File: src/rtl/vga_pkg.sv
// Shared definitions for the VGA pixel output stage: default widths,
// visible-area geometry, the palette-init FSM states and a sync helper.
package vga_pkg;

  localparam int unsigned DEF_NUM_SRC  = 2;
  localparam int unsigned DEF_IDX_W    = 4;
  localparam int unsigned DEF_COLOR_W  = 6;
  localparam int unsigned DEF_CNT_W    = 10;
  localparam int unsigned DEF_H_ACTIVE = 640;
  localparam int unsigned DEF_V_ACTIVE = 480;

  typedef enum logic {
    ST_INIT = 1'b0,
    ST_RUN  = 1'b1
  } state_e;

  // Idle (deasserted) sync level: an active-low sync idles high.
  function automatic logic sync_idle(input logic active_low);
    return active_low;
  endfunction

endpackage

File: src/rtl/vga_palette_ram.sv
// Colour palette: 2**IDX_W x COLOR_W, one write port, one synchronous
// read-first read port (same-address write+read returns the old entry).
// Ports: clk; we/waddr/wdata write port; raddr read address; rdata read data
// (registered, valid the cycle after raddr is presented).
module vga_palette_ram
  import vga_pkg::*;
#(
  parameter int unsigned IDX_W   = DEF_IDX_W,
  parameter int unsigned COLOR_W = DEF_COLOR_W
) (
  input  logic               clk,
  input  logic               we,
  input  logic [IDX_W-1:0]   waddr,
  input  logic [COLOR_W-1:0] wdata,
  input  logic [IDX_W-1:0]   raddr,
  output logic [COLOR_W-1:0] rdata
);

  localparam int unsigned DEPTH = 1 << IDX_W;

  logic [COLOR_W-1:0] mem_q [DEPTH];
  logic [COLOR_W-1:0] rdata_q;

  // Non-blocking read of mem_q alongside the write gives read-first behaviour.
  always_ff @(posedge clk) begin
    if (we) begin
      mem_q[waddr] <= wdata;
    end
    rdata_q <= mem_q[raddr];
  end

  assign rdata = rdata_q;

endmodule

File: src/rtl/vga_pixel_mixer.sv
// Video output stage: picks one of NUM_SRC palette-index renderers (switching
// only at vblank start), looks the index up in a CPU-writable palette that is
// self-initialised after reset, overlays an optional debug border and delays
// the syncs so everything leaves the block aligned, 2 cycles after input.
// Ports: video_clk/reset (sync, active-high); hcount/vcount/active/hsync/vsync
// from the timing generator; src_index/src_valid per source; src_sel_req
// source request; pal_wr_* palette write port; border_en/border_color overlay;
// red/green/blue DAC outputs; hsync_out/vsync_out delayed syncs; active_sel,
// init_done, sel_error (sticky) status; frame_start pulse with pixel (0,0).
module vga_pixel_mixer
  import vga_pkg::*;
#(
  parameter int unsigned NUM_SRC         = DEF_NUM_SRC,
  parameter int unsigned IDX_W           = DEF_IDX_W,
  parameter int unsigned COLOR_W         = DEF_COLOR_W,
  parameter int unsigned CNT_W           = DEF_CNT_W,
  parameter int unsigned H_ACTIVE        = DEF_H_ACTIVE,
  parameter int unsigned V_ACTIVE        = DEF_V_ACTIVE,
  parameter bit          SYNC_ACTIVE_LOW = 1'b1,
  localparam int unsigned SEL_W          = (NUM_SRC > 1) ? $clog2(NUM_SRC) : 1,
  localparam int unsigned CH             = COLOR_W / 3
) (
  input  logic                     video_clk,
  input  logic                     reset,
  input  logic [CNT_W-1:0]         hcount_in,
  input  logic [CNT_W-1:0]         vcount_in,
  input  logic                     display_active_in,
  input  logic                     hsync_in,
  input  logic                     vsync_in,
  input  logic [NUM_SRC*IDX_W-1:0] src_index,
  input  logic [NUM_SRC-1:0]       src_valid,
  input  logic [SEL_W-1:0]         src_sel_req,
  input  logic                     pal_wr_en,
  input  logic [IDX_W-1:0]         pal_wr_addr,
  input  logic [COLOR_W-1:0]       pal_wr_data,
  input  logic                     border_en,
  input  logic [COLOR_W-1:0]       border_color,
  output logic [CH-1:0]            red,
  output logic [CH-1:0]            green,
  output logic [CH-1:0]            blue,
  output logic                     hsync_out,
  output logic                     vsync_out,
  output logic [SEL_W-1:0]         active_sel,
  output logic                     init_done,
  output logic                     sel_error,
  output logic                     frame_start
);

  localparam logic SYNC_IDLE = sync_idle(SYNC_ACTIVE_LOW);

  state_e             state_q, state_d;
  logic [IDX_W-1:0]   cnt_q, cnt_d;
  logic               init_done_q, init_done_d;
  logic [SEL_W-1:0]   sel_q, sel_d;
  logic               sel_err_q, sel_err_d;
  // S1
  logic               run1_q, run1_d;
  logic               act1_q, act1_d;
  logic               ovl1_q, ovl1_d;
  logic [COLOR_W-1:0] ovl_col1_q, ovl_col1_d;
  logic               org1_q, org1_d;
  logic               hs1_q, hs1_d;
  logic               vs1_q, vs1_d;
  // S2
  logic [COLOR_W-1:0] rgb_q, rgb_d;
  logic               hs2_q, hs2_d;
  logic               vs2_q, vs2_d;
  logic               fs_q, fs_d;

  logic               pal_we;
  logic [IDX_W-1:0]   pal_waddr;
  logic [COLOR_W-1:0] pal_wdata;
  logic [IDX_W-1:0]   pal_raddr;
  logic [COLOR_W-1:0] pal_rdata;
  logic               vblank_start;
  logic               border_hit;

  // Init FSM: walk every palette address once, then run forever.
  always_comb begin
    state_d = state_q;
    cnt_d   = cnt_q;
    if (state_q == ST_INIT) begin
      cnt_d = cnt_q + IDX_W'(1);
      if (cnt_q == {IDX_W{1'b1}}) begin
        state_d = ST_RUN;
      end
    end
    init_done_d = (state_d == ST_RUN);
  end

  // Palette write port: init walk owns it until the FSM reaches RUN.
  always_comb begin
    if (state_q == ST_INIT) begin
      pal_we    = 1'b1;
      pal_waddr = cnt_q;
      pal_wdata = COLOR_W'(cnt_q);
    end else begin
      pal_we    = pal_wr_en;
      pal_waddr = pal_wr_addr;
      pal_wdata = pal_wr_data;
    end
  end

  // Source select latch, updated only on the first vblank pixel.
  always_comb begin
    vblank_start = (hcount_in == '0) && (vcount_in == CNT_W'(V_ACTIVE));
    sel_d        = sel_q;
    sel_err_d    = sel_err_q;
    if (vblank_start) begin
      if (32'(src_sel_req) < NUM_SRC) begin
        sel_d = src_sel_req;
      end else begin
        sel_err_d = 1'b1;
      end
    end
  end

  // S1: the palette is addressed with the not-yet-registered index so its
  // read register lines up with the other S1 flags.
  always_comb begin
    pal_raddr = '0;
    for (int s = 0; s < NUM_SRC; s++) begin
      if (sel_q == SEL_W'(s) && src_valid[s]) begin
        pal_raddr = src_index[s*IDX_W +: IDX_W];
      end
    end
    border_hit = (hcount_in == '0) || (hcount_in == CNT_W'(H_ACTIVE - 1)) ||
                 (vcount_in == '0) || (vcount_in == CNT_W'(V_ACTIVE - 1));
    run1_d     = (state_q == ST_RUN);
    act1_d     = display_active_in;
    ovl1_d     = border_en && border_hit;
    ovl_col1_d = border_color;
    org1_d     = (hcount_in == '0) && (vcount_in == '0);
    hs1_d      = hsync_in;
    vs1_d      = vsync_in;
  end

  // S2: final colour mux; pixels captured during INIT stay black.
  always_comb begin
    if (!run1_q || !act1_q) begin
      rgb_d = '0;
    end else if (ovl1_q) begin
      rgb_d = ovl_col1_q;
    end else begin
      rgb_d = pal_rdata;
    end
    hs2_d = hs1_q;
    vs2_d = vs1_q;
    fs_d  = org1_q;
  end

  always_ff @(posedge video_clk) begin
    if (reset) begin
      state_q     <= ST_INIT;
      cnt_q       <= '0;
      init_done_q <= 1'b0;
      sel_q       <= '0;
      sel_err_q   <= 1'b0;
      run1_q      <= 1'b0;
      act1_q      <= 1'b0;
      ovl1_q      <= 1'b0;
      ovl_col1_q  <= '0;
      org1_q      <= 1'b0;
      hs1_q       <= SYNC_IDLE;
      vs1_q       <= SYNC_IDLE;
      rgb_q       <= '0;
      hs2_q       <= SYNC_IDLE;
      vs2_q       <= SYNC_IDLE;
      fs_q        <= 1'b0;
    end else begin
      state_q     <= state_d;
      cnt_q       <= cnt_d;
      init_done_q <= init_done_d;
      sel_q       <= sel_d;
      sel_err_q   <= sel_err_d;
      run1_q      <= run1_d;
      act1_q      <= act1_d;
      ovl1_q      <= ovl1_d;
      ovl_col1_q  <= ovl_col1_d;
      org1_q      <= org1_d;
      hs1_q       <= hs1_d;
      vs1_q       <= vs1_d;
      rgb_q       <= rgb_d;
      hs2_q       <= hs2_d;
      vs2_q       <= vs2_d;
      fs_q        <= fs_d;
    end
  end

  vga_palette_ram #(
    .IDX_W   (IDX_W),
    .COLOR_W (COLOR_W)
  ) u_palette (
    .clk   (video_clk),
    .we    (pal_we),
    .waddr (pal_waddr),
    .wdata (pal_wdata),
    .raddr (pal_raddr),
    .rdata (pal_rdata)
  );

  assign red         = rgb_q[COLOR_W-1 -: CH];
  assign green       = rgb_q[2*CH-1 -: CH];
  assign blue        = rgb_q[CH-1:0];
  assign hsync_out   = hs2_q;
  assign vsync_out   = vs2_q;
  assign active_sel  = sel_q;
  assign init_done   = init_done_q;
  assign sel_error   = sel_err_q;
  assign frame_start = fs_q;

endmodule

File: config.mk
export PLATFORM = sky130hd
export DESIGN_NAME = vga_pixel_mixer
export DESIGN_NICKNAME = d
export VERILOG_FILES = /design/src/rtl/vga_pkg.sv /design/src/rtl/vga_palette_ram.sv /design/src/rtl/vga_pixel_mixer.sv
export SDC_FILE = /design/constraint.sdc
export NUM_CORES = 1
export LEC_CHECK = 0
export ABC_CLOCK_PERIOD_IN_PS = 2100
export CAP_MARGIN = 25
export CORE_ASPECT_RATIO = 1.75
export CORE_MARGIN = 10
export CORE_UTILIZATION = 30
export DETAILED_ROUTE_END_ITERATION = 12
export PLACE_DENSITY = 0.5
export SLEW_MARGIN = 20
export SYNTH_ARGS = -nofsm -noshare
export SYNTH_HDL_FRONTEND = slang
export SYNTH_SLANG_ARGS = --single-unit
File: constraint.sdc
create_clock -name video_clk -period 2.1 [get_ports video_clk]
set_clock_uncertainty 0.1 [all_clocks]
set_input_delay 0.315 -clock video_clk [delete_from_list [all_inputs] [get_ports video_clk]]
set_output_delay 0.315 -clock video_clk [all_outputs]
set_load 0.005 [all_outputs]
* Word level (Yosys, flattened, before mapping)
Memory sizes are Yosys's and may differ from the RTL's. A register that Yosys moved wholly into a read port is not among the register bits. Index checks and enable logic that the tools add are counted.
Cells by class: mux-type cells 10, reductions and logical operators 14, equal/unequal tests 4, bitwise operators 1, $add $sub $neg 1
Operators by type and width (number):
- $eq 10x9->1 const B | 2
- $logic_not 10->1 | 2
- $mux 4 | 3
- $mux 6 | 2
- $eq 10x10->1 const B | 1
- $logic_and 1x1->1 | 5
- $mux 1 | 5
- $add 4x1->4 const B | 1
- $eq 4x4->1 const B | 1
- $logic_or 1x1->1 | 4
- $logic_not 1->1 | 2
- $reduce_or 2->1 | 1
- $not 1->1 | 1
Word-level totals: RAM bits 96, memories 1, logic and storage cells 45, register bits after elaboration 27
Memories:
- u_palette.mem_q | words 16, bits a word 6, rd ports 1, clocked after memory_dff 1, write ports 1, line vga_palette_ram.sv:21 | logic [COLOR_W-1:0] mem_q [DEPTH];

* Logic depth before layout (Yosys ltp)
Gate-level depths: netlist (run 1).
word-level depth 5, mapped depth 9, gate-level depth less buffers 6

* By module
A second synthesis (run 1) with hierarchy kept.
Unflattened totals: cell total of the unflattened synthesis 301, area, all modules 5043.6 um2
Modules (own cells, without submodules):
- vga_palette_ram | instances 1, area an instance 3895.0 um2, sequential area each 3002.9 um2, cells each 178
- vga_pixel_mixer | instances 1, area an instance 1148.6 um2, sequential area each 540.5 um2, cells each 123

* Worst setup path before layout (run 1)
Ideal clock, no wire load.
path type reg2reg, from register init_done (netlist name), to memory u_palette.mem_q[1][0] (netlist bit), enable pin, library setup time 350 ps, arrival time 1324 ps, slack 326 ps, buffers on the path 2, cell stages (with the launch flop) 6, path through dfxtp_1 -> clkbuf_1 -> buf_2 -> nand2_1 -> o22a_1 -> nor2_1
RTL lines (line):
- end: declaration | vga_palette_ram.sv:21

* Worst setup path after layout (run 1)
from register sel_q (netlist: active_sel), to output active_sel
RTL lines:
- start: declaration | line vga_pixel_mixer.sv:54 | logic [SEL_W-1:0] sel_q, sel_d;
- start signal: assignment | line vga_pixel_mixer.sv:174 | sel_q <= sel_d;
- end: declaration | line vga_pixel_mixer.sv:43 | output logic [SEL_W-1:0] active_sel,
No word-level cell between the ends.

==> results of run 1 <==
report_power, final:
group | switching, mW | total, mW | internal, mW
logic | 0.227 | 0.462 | 0.235
registers | 0.0281 | 2.85 | 2.82
clock network | 1.10 | 2.98 | 1.88
cell families (layout without fill, tap and decap cells):
logic type	after synthesis	count (layout)	synth area share, %
muxes	58	58	11.3
AOI/OAI and AO/OA	52	52	6.73
and+or+nand+nor	98	98	9.50
buffers and inverters	20	140	3.01
adders and majority gates	1	1	0.243
other	1	1	0.0728
xor gates and xnor gates	2	2	0.340
DFF	129	129	68.8
flip-flops by register name, summed over array words and instances (netlist names):
name and flops:
vs1_q 1, cnt_q 4, hsync_out 1, act1_q 1, frame_start 1, u_palette.mem_q 96
ovl1_q 1, init_done 1, fs_d 1, u_palette.rdata 6, run1_q 1, rgb_q 6
hs1_q 1, active_sel 1, vsync_out 1, ovl_col1_q 6
area by class of cell:
type	count	share of cell area (%)
inverter	1	0.0542
timing repair buffer	107	14.8
sequential	129	51.2
tap	227	4.10
clock buffer	17	6.15
clock inverter	15	2.64
multi-input combinational	212	21.0
through the flow:
stage                     hold WS [ns]  TNS, ns  instances
after floorplan                  0.283        0        361
final                            0.310        0        708
after global placement           0.291    -1.91        676
after CTS                        0.312        0        708
after detailed placement         0.298    -2.34        676
after global routing             0.340        0        708
worst max-delay path, stage by stage (launching register included):
cell and delay (ns):
dfxtp_2 0.44, buf_4 0.19, clkdlybuf4s50_1 0.52
worst max-delay path by stage:
stage / from / endpoint / slack, ns / cells after the start
finish: active_sel / active_sel / 0.13 / 2
global route: active_sel / active_sel / 0.07 / 2
CTS: active_sel / active_sel / 0.09 / 2
detailed placement: src_valid[0] / u_palette.rdata[1] / -0.16 / 8
global placement: src_valid[0] / u_palette.rdata[1] / -0.14 / 8
floorplan: init_done / u_palette.mem_q[1][0] / 0.33 / 5
layout by cell type, fill, tap and decap left out, types with 4 or more instances in the layout:
cell type | Yosys | layout
a32oi_1 | 6 | 6
buf_12 | 3 | 5
buf_4 | 2 | 38
clkbuf_16 | 0 | 17
clkdlybuf4s50_1 | 0 | 64
dfxtp_1 | 33 | 32
edfxtp_1 | 96 | 96
inv_6 | 0 | 4
mux2i_1 | 56 | 56
nand2_1 | 12 | 12
nand4_1 | 4 | 4
nor2_1 | 41 | 41
nor2b_1 | 14 | 14
nor3_1 | 5 | 5
nor4_1 | 5 | 5
o21ai_1 | 13 | 13
o22ai_1 | 24 | 24
or2_1 | 4 | 4
per-layer routing:
layer | global-route usage [%] | up-vias | part of all wire (%)
met4 | 5.30 | 0 | 2.8
met3 | 3.00 | 16 | 3.0
met5 | 0 | - | 0
li1 | - | 1584 | -
met2 | 21.3 | 67 | 58
met1 | 10.0 | 1531 | 36
==> key figures, run 1 <==
Yosys
  • Cell area after synthesis: around 5200 um^2
  • Largest area contributor in the netlist: edfxtp_1
  • Share of the synthesized area in the top cell type: 56.0%
  • Dominant synthesized flop cell: edfxtp_1
  • Cell with the most instances after synthesis: edfxtp_1
  • Synth Net Count: 416
  • Fraction of registers with async set/reset: 0%
  • #FFs+latches synth: 129
  • Synth top area cells: edfxtp_1 56%, dfxtp_1 13%, mux2i_1 11%
  • Post-synthesis sequential area ratio: between 60% and 70%
  • Synth cell count leaders: 96 x edfxtp_1, 56 x mux2i_1, 41 x nor2_1, 33 x dfxtp_1, 24 x o22ai_1
  • Syn. warnings: 0
  • Synth cell types: 39
  • Post-synth EDFFs: 96
  • Synth Instances: 361
  • Mean area per synthesized cell: 14.3 um^2

Layout
  • Nets: between 500 and 600
  • Area of the multi-input gates: 1450 um^2
  • Final Cell Area: 6920 um^2
  • Area Overhead vs Synth: 34.3%
  • Final design utilization: 40.8%
  • Antenna diodes: 0
  • Layout cell share with drive strength beyond 1: 16.6%
  • Fillers: 1567
  • Register area: 3540 um^2

Clock tree
  • Max clock buf depth: 2
  • Htree depth: 4
  • Clk slew on worst S/H paths: ~0.06 ns
  • CTS tree: built
  • Clock latency on the worst-skew pair: 0.41 ns
  • Clk sink count: 129
  • CTS Buf Count: 17
  • Root buf cell: clkbuf_16
  • # hold bufs at CTS: 0
  • Resized Gates After CTS: 1
  • Setup bufs post-CTS: 0

STA
  • Final min period: 1.97 ns
  • Unrepaired setup endpoints after global routing: no
  • Final hold vios: 0
  • Max Slew Vio Count: 0
  • Least-Margin Pin Slew: approximately 0.66 ns
  • Setup ws final: 0.129 ns
  • Fin crit share: 93.9%
  • Max Freq: 0.507 GHz
  • Setup violations, final: 0
  • Relative slew margins: a little under three fifths

Worst setup path
  • Reg-to-reg startpoint: init_done
  • Setup crit end kind: output port
  • Setup CP Type: reg2out
  • CP Data Required Time: 1.68 ns
  • Worst R2R End: u_palette.mem_q[11][2]
  • Worst Path Max Fanout: 6
  • Critical Path Start Type: register
  • Reg2Reg Setup Slack: 0.20 ns
  • Critical path data arrival time: 1.56 ns
  • Worst reg-to-reg path cell count: 6

Min path
  • Worst Hold Path Cells: 1
  • Worst min-delay path class: reg2reg
  • Worst hold start: vs1_q
  • Hold EP: vsync_out

Detailed routing
  • Via count: approximately 3200
  • DRT iter0 DRCs: 154
  • Residual DRC: 0
  • Wire per inst: ~18 um
  • ANT nets after route: 0
  • Vias per cell: 4.52
  • DRT Pass-1 Iters: 4
  • WL final: 12500 um

Place
  • Final HPWL DP: about 9300 um
  • Final GP Congestion: just over 0.7
  • Placement Setup Slack: -0.162 ns
  • Placed cell area: 6310 um^2
  • PortBufs: 64

Floorplan
  • Die Span Y: 193 um
  • Die area: around 23000 um^2
  • Core ar.: 16900 um^2
  • Initial Util: 30.4%
  • Die span in x: approximately 120 um
  • Row count: 63
  • Io pins: 66

Global routing
  • GRT overflow: 0
  • Vias in the first global route: 3421
  • First-pass GRT wire length: 19100 um
  • Initial antenna violation count: 0
  • Largest net degree at the start of global routing: 27
  • Tot GR Track Use: 11.0%

Pwr
  • LEAKAGE: 2.42 nW
  • Maximum vdd drop: about 420 uV
  • Pwr dens: approximately 900 nW/um^2
  • Power Total: 6.29 mW

Job
  • # Max-Cap Violations: 0

Status
  • Outcome: complete, no violations
No activity file was read; power rests on OpenSTA's default activity.
==> inputs of run 2 (changes only) <==
- ABC_CLOCK_PERIOD_IN_PS: 2100 -> not set
- CAP_MARGIN: 25 -> 20
==> results of run 2 <==
The final DEF is identical to that of run 1; final timing and power are the same.
